$ cat src/rtl/ripple_sampler_if.sv
// rtl/ripple_sampler_if.sv - event handshake bundle between ripple_sampler and its consumer
//
// Signals:
//   evt_valid  producer -> consumer  event available
//   evt_ready  consumer -> producer  consumer accepts event
//   evt_delta  producer -> consumer  ticks represented by this event (ACC_W)
//   evt_total  producer -> consumer  running total at time of event (ACC_W)
// Modports: master (ripple_sampler side), slave (consumer side).
interface ripple_sampler_if #(
  parameter int ACC_W = 16
);
  logic             evt_valid;
  logic             evt_ready;
  logic [ACC_W-1:0] evt_delta;
  logic [ACC_W-1:0] evt_total;

  modport master (output evt_valid, output evt_delta, output evt_total, input evt_ready);
  modport slave  (input evt_valid, input evt_delta, input evt_total, output evt_ready);
endinterface

$ cat src/rtl/ripple_sampler.sv
// rtl/ripple_sampler.sv - filtered sampler of an asynchronous ripple counter with delta/total events
//
// Ports:
//   clk         in   system clock, rising edge
//   rstn        in   synchronous active-low reset
//   cnt_in      in   asynchronous ripple counter code (WIDTH)
//   clr         in   synchronous clear of total/pending/event/overflow
//   evt         master modport of ripple_sampler_if (evt_valid/evt_ready/evt_delta/evt_total)
//   overflow    out  sticky: total wrapped or pending delta saturated
//   glitch_cnt  out  abandoned-candidate counter, present only with RIPPLE_SAMPLER_GLITCH_CNT_EN
//
// Optional feature macro: RIPPLE_SAMPLER_GLITCH_CNT_EN
module ripple_sampler #(
  parameter int WIDTH  = 4,
  parameter int STABLE = 3,
  parameter int ACC_W  = 16,
  parameter int DOWN   = 1
) (
  input  logic              clk,
  input  logic              rstn,
  input  logic [WIDTH-1:0]  cnt_in,
  input  logic              clr,
  ripple_sampler_if.master  evt,
  output logic              overflow
`ifdef RIPPLE_SAMPLER_GLITCH_CNT_EN
  ,
  output logic [7:0]        glitch_cnt
`endif
);

  localparam int SW = $clog2(STABLE + 1);
  localparam logic [SW-1:0] STAB_MAX = SW'(STABLE);
  localparam logic [SW-1:0] STAB_PRE = SW'(STABLE - 1);

  typedef enum logic {INIT, RUN} state_t;

  state_t           state;
  logic [WIDTH-1:0] s1, s2, cand, last;
  logic [SW-1:0]    stab_cnt;
  logic [ACC_W-1:0] total, pend;
  logic             evt_valid_q;
  logic [ACC_W-1:0] evt_delta_q, evt_total_q;

  logic             accept, change, hs;
  logic [WIDTH-1:0] step_w;
  logic [ACC_W-1:0] step_d, d_eff;
  logic [ACC_W:0]   tot_sum, pend_sum;

  function automatic logic [ACC_W:0] sat_add(input logic [ACC_W-1:0] a, input logic [ACC_W-1:0] b);
    logic [ACC_W:0] s;
    s = {1'b0, a} + {1'b0, b};
    // MSB flags saturation; the value itself pins at all-ones
    if (s[ACC_W]) s = {1'b1, {ACC_W{1'b1}}};
    return s;
  endfunction

  // The edge where stab_cnt would reach STABLE is the accept edge
  assign accept   = (s2 == cand) && (stab_cnt == STAB_PRE);
  assign change   = accept && (state == RUN) && (cand != last);
  assign step_w   = (DOWN != 0) ? (last - cand) : (cand - last);
  assign step_d   = ACC_W'(step_w);
  assign d_eff    = change ? step_d : '0;
  assign tot_sum  = {1'b0, total} + {1'b0, step_d};
  assign pend_sum = sat_add(pend, d_eff);
  assign hs       = evt_valid_q && evt.evt_ready;

  assign evt.evt_valid = evt_valid_q;
  assign evt.evt_delta = evt_delta_q;
  assign evt.evt_total = evt_total_q;

  always_ff @(posedge clk) begin
    if (!rstn) begin
      s1          <= '0;
      s2          <= '0;
      cand        <= '0;
      last        <= '0;
      stab_cnt    <= '0;
      state       <= INIT;
      total       <= '0;
      pend        <= '0;
      evt_valid_q <= 1'b0;
      evt_delta_q <= '0;
      evt_total_q <= '0;
      overflow    <= 1'b0;
    end else begin
      s1 <= cnt_in;
      s2 <= s1;

      if (s2 != cand) begin
        cand     <= s2;
        stab_cnt <= SW'(1);
      end else if (stab_cnt < STAB_MAX) begin
        stab_cnt <= stab_cnt + 1'b1;
      end

      if (clr) begin
        // accept on this edge is dropped entirely: last/state keep their values
        total       <= '0;
        pend        <= '0;
        evt_valid_q <= 1'b0;
        overflow    <= 1'b0;
      end else begin
        if (accept && state == INIT) begin
          last  <= cand;
          state <= RUN;
        end

        if (change) begin
          last  <= cand;
          total <= tot_sum[ACC_W-1:0];
          if (tot_sum[ACC_W]) overflow <= 1'b1;
        end

        if (!evt_valid_q) begin
          if (change) begin
            evt_delta_q <= step_d;
            evt_total_q <= tot_sum[ACC_W-1:0];
            evt_valid_q <= 1'b1;
          end
        end else if (!hs) begin
          // presented event frozen; fold new ticks into pend
          if (change) begin
            pend <= pend_sum[ACC_W-1:0];
            if (pend_sum[ACC_W]) overflow <= 1'b1;
          end
        end else if (change || pend != '0) begin
          evt_delta_q <= pend_sum[ACC_W-1:0];
          evt_total_q <= change ? tot_sum[ACC_W-1:0] : total;
          pend        <= '0;
          if (pend_sum[ACC_W]) overflow <= 1'b1;
        end else begin
          evt_valid_q <= 1'b0;
        end
      end
    end
  end

`ifdef RIPPLE_SAMPLER_GLITCH_CNT_EN
  always_ff @(posedge clk) begin
    if (!rstn || clr) begin
      glitch_cnt <= '0;
    end else if ((s2 != cand) && (stab_cnt != '0) && (stab_cnt < STAB_MAX) && (glitch_cnt != 8'hFF)) begin
      glitch_cnt <= glitch_cnt + 8'd1;
    end
  end
`endif

endmodule
$ cat src/flat_wrapper.sv
// flat-port wrapper written by rule: the top's interface ports become plain ports
module ripple_sampler_flat 
#(
  parameter int WIDTH  = 4,
  parameter int STABLE = 3,
  parameter int ACC_W  = 16,
  parameter int DOWN   = 1
)
  (clk, rstn, cnt_in, clr, overflow, evt_evt_valid, evt_evt_delta, evt_evt_total, evt_evt_ready);
  ripple_sampler_if #(.ACC_W(ACC_W)) evt_i ();
  input  logic clk;
  input  logic rstn;
  input  logic [WIDTH-1:0] cnt_in;
  input  logic clr;
  output logic overflow;
  output wire logic [$bits(evt_i.evt_valid)-1:0] evt_evt_valid;
  output wire logic [$bits(evt_i.evt_delta)-1:0] evt_evt_delta;
  output wire logic [$bits(evt_i.evt_total)-1:0] evt_evt_total;
  input wire logic [$bits(evt_i.evt_ready)-1:0] evt_evt_ready;
  assign evt_evt_valid = evt_i.evt_valid;
  assign evt_evt_delta = evt_i.evt_delta;
  assign evt_evt_total = evt_i.evt_total;
  assign evt_i.evt_ready = evt_evt_ready;
  ripple_sampler #(.WIDTH(WIDTH), .STABLE(STABLE), .ACC_W(ACC_W), .DOWN(DOWN)) u_core (.clk(clk), .rstn(rstn), .cnt_in(cnt_in), .clr(clr), .evt(evt_i), .overflow(overflow));
endmodule
$ cat config.mk
export PLATFORM = sky130hd
export DESIGN_NAME = ripple_sampler_flat
export DESIGN_NICKNAME = d
export VERILOG_FILES = /design/src/rtl/ripple_sampler_if.sv /design/src/rtl/ripple_sampler.sv /design/src/flat_wrapper.sv
export SDC_FILE = /design/constraint.sdc
export NUM_CORES = 1
export LEC_CHECK = 0
export ABC_AREA = 1
export ABC_CLOCK_PERIOD_IN_PS = 3300
export BUFFER_PORTS_ARGS = -buffer_cell sky130_fd_sc_hd__buf_2
export CAP_MARGIN = 20
export CORE_MARGIN = 2
export CORE_UTILIZATION = 54
export CTS_CLUSTER_SIZE = 14
export DETAILED_ROUTE_END_ITERATION = 8
export GPL_TIMING_DRIVEN = 0
export PLACE_DENSITY = 0.76
export SLEW_MARGIN = 20
export SYNTH_ARGS = -nofsm -noshare
export SYNTH_HDL_FRONTEND = slang
export SYNTH_SLANG_ARGS = --single-unit
$ cat constraint.sdc
create_clock -name clk -period 3.3 [get_ports clk]
set_input_delay 0 -clock clk [delete_from_list [all_inputs] [get_ports clk]]
set_output_delay 0 -clock clk [all_outputs]
set_load 0.02 [all_outputs]
==> impl_metrics.json <==
{
  "die_w_um": 98.81,
  "min_to": "u_core.stab_cnt[1]",
  "ant_nets": 0,
  "end_kind": "register",
  "finalHoldViolCount": 1,
  "grt_util_all_layers_pct": 25.62,
  "io_buffers": 41,
  "p_switching_mw": 0.5184,
  "p_leak_nw": 2.669,
  "clockBufferDepth": 2,
  "routed-via-count": 4969,
  "grt_use_met2_pct": 43.66,
  "start_kind": "register",
  "reg2reg_to": "u_core.evt.evt_delta[5]",
  "slowest_delay_ns": 0.40,
  "startpoint": "u_core.cand[2]",
  "violations": "negative hold slack",
  "diodes": 0,
  "switching_share_pct": 27.54,
  "worstReg2RegStart": "u_core.cand[2]",
  "gr-usage-met3_pct": 4.043,
  "numCtsBuffers": 9,
  "drive_above_1_share_pct": 12.02,
  "fp.dieH_um": 98.81,
  "avgSynthCellArea_um2": 6.279,
  "p_per_area_mw_per_mm2": 340.7,
  "setup_slack_ns": 0.1253,
  "numClockSinks": 85,
  "design_area_mm2": 0.005525,
  "hold_path.class": "in2reg",
  "clock_skew_ns": 0.01255,
  "finalCritPeriodShare_pct": 96.20,
  "max_cap_viol_count": 0,
  "cp_max_fo": 10,
  "viasPerCell": 5.242,
  "min_path_cells": 3,
  "crit_path_cell_trace": "inv_2 -> ha_2 -> nand2_1 -> nor2_1 -> nand2_1 -> nand2_1 -> inv_1 -> nand2_4 -> nor2_1 -> ha_1 -> fa_2 -> nand3_1 -> nand2_2 -> nand3_2 -> buf_6 -> nand3_1 -> nand3_1 -> a21oi_1",
  "reg2regPathDepth": 18,
  "grt_overflow": 0,
  "start_util_pct": 55.65,
  "worst_slew_pin_slew_ns": 0.6656,
  "wl_um": 12390,
  "hpwl_um": 9204,
  "r2r_setup_slack_ns": 0.13,
  "drv_slew": 0,
  "ys_seq_elements": 85,
  "power.share.clock_pct": 39.8,
  "worstSetupPathType": "reg2reg",
  "vdd_drop_max_mv": 0.2611,
  "die_area_mm2": 0.009762,
  "fmax_mhz": 315.0,
  "first_pass_iters": 5,
  "ys_types": 33,
  "fp-row-count": 34,
  "p_int_mw": 1.364,
  "report.power.total_mw": 1.883,
  "status": "complete, but fails checks",
  "post_dp_cell_area_mm2": 0.005194,
  "pwr-share-seq_pct": 55.2,
  "timing.hold.ws_ns": -0.001351,
  "fin_crit_ns": 3.175,
  "met1_usage_pct": 31.16,
  "gp_congestion": 0.9979,
  "drcViolationCount": 0,
  "synthCells": 773,
  "insertion_delay_ns": 0.38,
  "nNetsFinal": 859,
  "io_pins": 42,
  "synth_warnings": 0,
  "wl_per_cell_um": 13.06,
  "cts-root-buf": "clkbuf_8",
  "core_area_mm2": 0.008721,
  "antenna_found_initial": 0,
  "p_comb_share_pct": 4.9,
  "syn_nets": 797,
  "crit_arrival_ns": 3.42,
  "drt_iter0_drc": 205,
  "finalSetupViolCount": 0,
  "cp.required_ns": 3.54,
  "top_usage_layer": "met2",
  "area_growth_pct": 13.84,
  "cts_tree": "done",
  "yosysSeqAreaShare_pct": 35.06,
  "pre_cts_ws_ns": -0.3598,
  "synth_area_mm2": 0.004853,
  "clk_pin_slew_ns": 0.11,
  "htree_levels": 3,
  "final_cells": 948,
  "fin_tns_setup_ns": 0,
  "grt_pass1_vias": 4499,
  "min_from": "rstn",
  "slew_headroom_pct": 55.63,
  "dp_cells": 922,
  "grt_first_pass_wirelength_um": 20140,
  "cpMaxStageDelayCell": "fa_2",
  "grt_max_degree": 19
}
## repair_timing
item	CTS	global route
endpoints found under the setup margin	24	23
gates resized for setup	3	5
pin swaps	0	2
hold endpoints to repair	6	0
buffers inserted	0	6
hold buffers	5	0
gates cloned	0	0
## synthesized netlist by cell type, drive strengths merged
master  instances  share of area [%]
a31oi           1               0.13
ha             13                3.4
nand3b          4               0.62
inv           102                7.9
nand4          12                1.5
nor3b           2               0.31
a21oi          52                5.4
nand2         280                 22
and2            1               0.13
nor3           15                2.2
dfxtp          85                 35
or2             1               0.13
o211ai          1               0.15
o31ai           1               0.15
xor2            3               0.54
fa              3                1.2
o21ai          14                1.5
nand3          60                6.2
clkbuf         12               0.93
buf            15                2.2
nor2           90                7.3
xnor2           6                1.1
## kinds of logic after synthesis
kind of cell	Yosys count	synth area share [%]
DFF	85	35.06
xor gates and xnor gates	9	1.624
buffers and inverters	129	10.98
AOI/OAI and AO/OA	69	7.399
and+or+nand+nor	465	40.35
adders and majority gates	16	4.589
## how the worst max path moves through the flow
stage                                   end  slack (ns)
global placement    u_core.evt.evt_delta[9]       -0.32
global route        u_core.evt.evt_delta[9]       -0.03
floorplan           u_core.evt.evt_delta[1]        0.26
finish              u_core.evt.evt_delta[5]        0.13
detailed placement  u_core.evt.evt_delta[9]       -0.36
CTS                 u_core.evt.evt_delta[9]        0.02
## per-stage QoR
| step | hold slack, ns | util (%) |
|---|---|---|
| 6_report | -0.001351 | 63.36 |
| 4_1_cts | 0.002817 | 62.51 |
| 5_1_grt | 0.01715 | 63.36 |
| 3_3_place_gp | 0.1801 | 59.56 |
| 3_5_place_dp | 0.1861 | 59.56 |
| 2_1_floorplan | 0.09763 | - |
## layout make-up
class,instances,area [um2]
fill,809,3196
multi-input combinational,559,2651
sequential,85,1702
inverter,102,382.9
timing repair buffer,52,300.3
buffer,26,151.4
tap,108,135.1
clock buffer,9,123.9
clock inverter,7,78.83
## placed cells by master, fill, tap and decap left out, types with 2 or more instances in the layout
cell / instances
xnor2_1: 5
clkinv_8: 2
clkbuf_8: 9
inv_2: 3
nor3_2: 4
nand2_1: 275
nor3_1: 10
a21oi_1: 51
inv_6: 2
ha_1: 11
nor3b_1: 2
buf_4: 8
nand4_1: 12
clkbuf_1: 12
dfxtp_1: 85
nand3b_1: 4
inv_1: 99
xor2_1: 3
nor2_1: 86
nand3_1: 59
clkinv_4: 2
buf_6: 5
dlygate4sd3_1: 5
buf_2: 48
fa_1: 2
nor2_2: 3
o21ai_0: 13
nand2_2: 4
## registers in the layout, summed over array words and instances, names as in the netlist
register              flops
u_core.state              1
u_core.s1                 4
u_core.pend              16
u_core.evt.evt_valid      1
u_core.evt.evt_total     16
u_core.last               4
u_core.s2                 4
u_core.cand               4
u_core.total             16
u_core.overflow           1
u_core.evt.evt_delta     16
u_core.stab_cnt           2
## power by group through the flow
stage                     logic (mW)  registers (mW)  clock network, mW
after floorplan               0.0597            1.06                  0
after global placement        0.0820            1.06                  0
after detailed placement      0.0856            1.06                  0
after CTS                     0.0903            1.04              0.761
after global routing           0.103            1.04              0.808
final                         0.0931            1.04              0.750
## critical path: cells and delay by family (launching register included)
family,cells,cell delay (ns)
simple gates,11,1.26
fa+ha+maj,3,1.02
flops,1,0.37
buf+inv,3,0.29
compound gates,1,0.06
## layer usage
metal | vias up | share of wire (%)
met5 | - | 0
met3 | 41 | 5.1
met1 | 2241 | 44
met2 | 153 | 47
met4 | 0 | 4.5
li1 | 2534 | -
No activity file was read; power rests on OpenSTA's default activity.
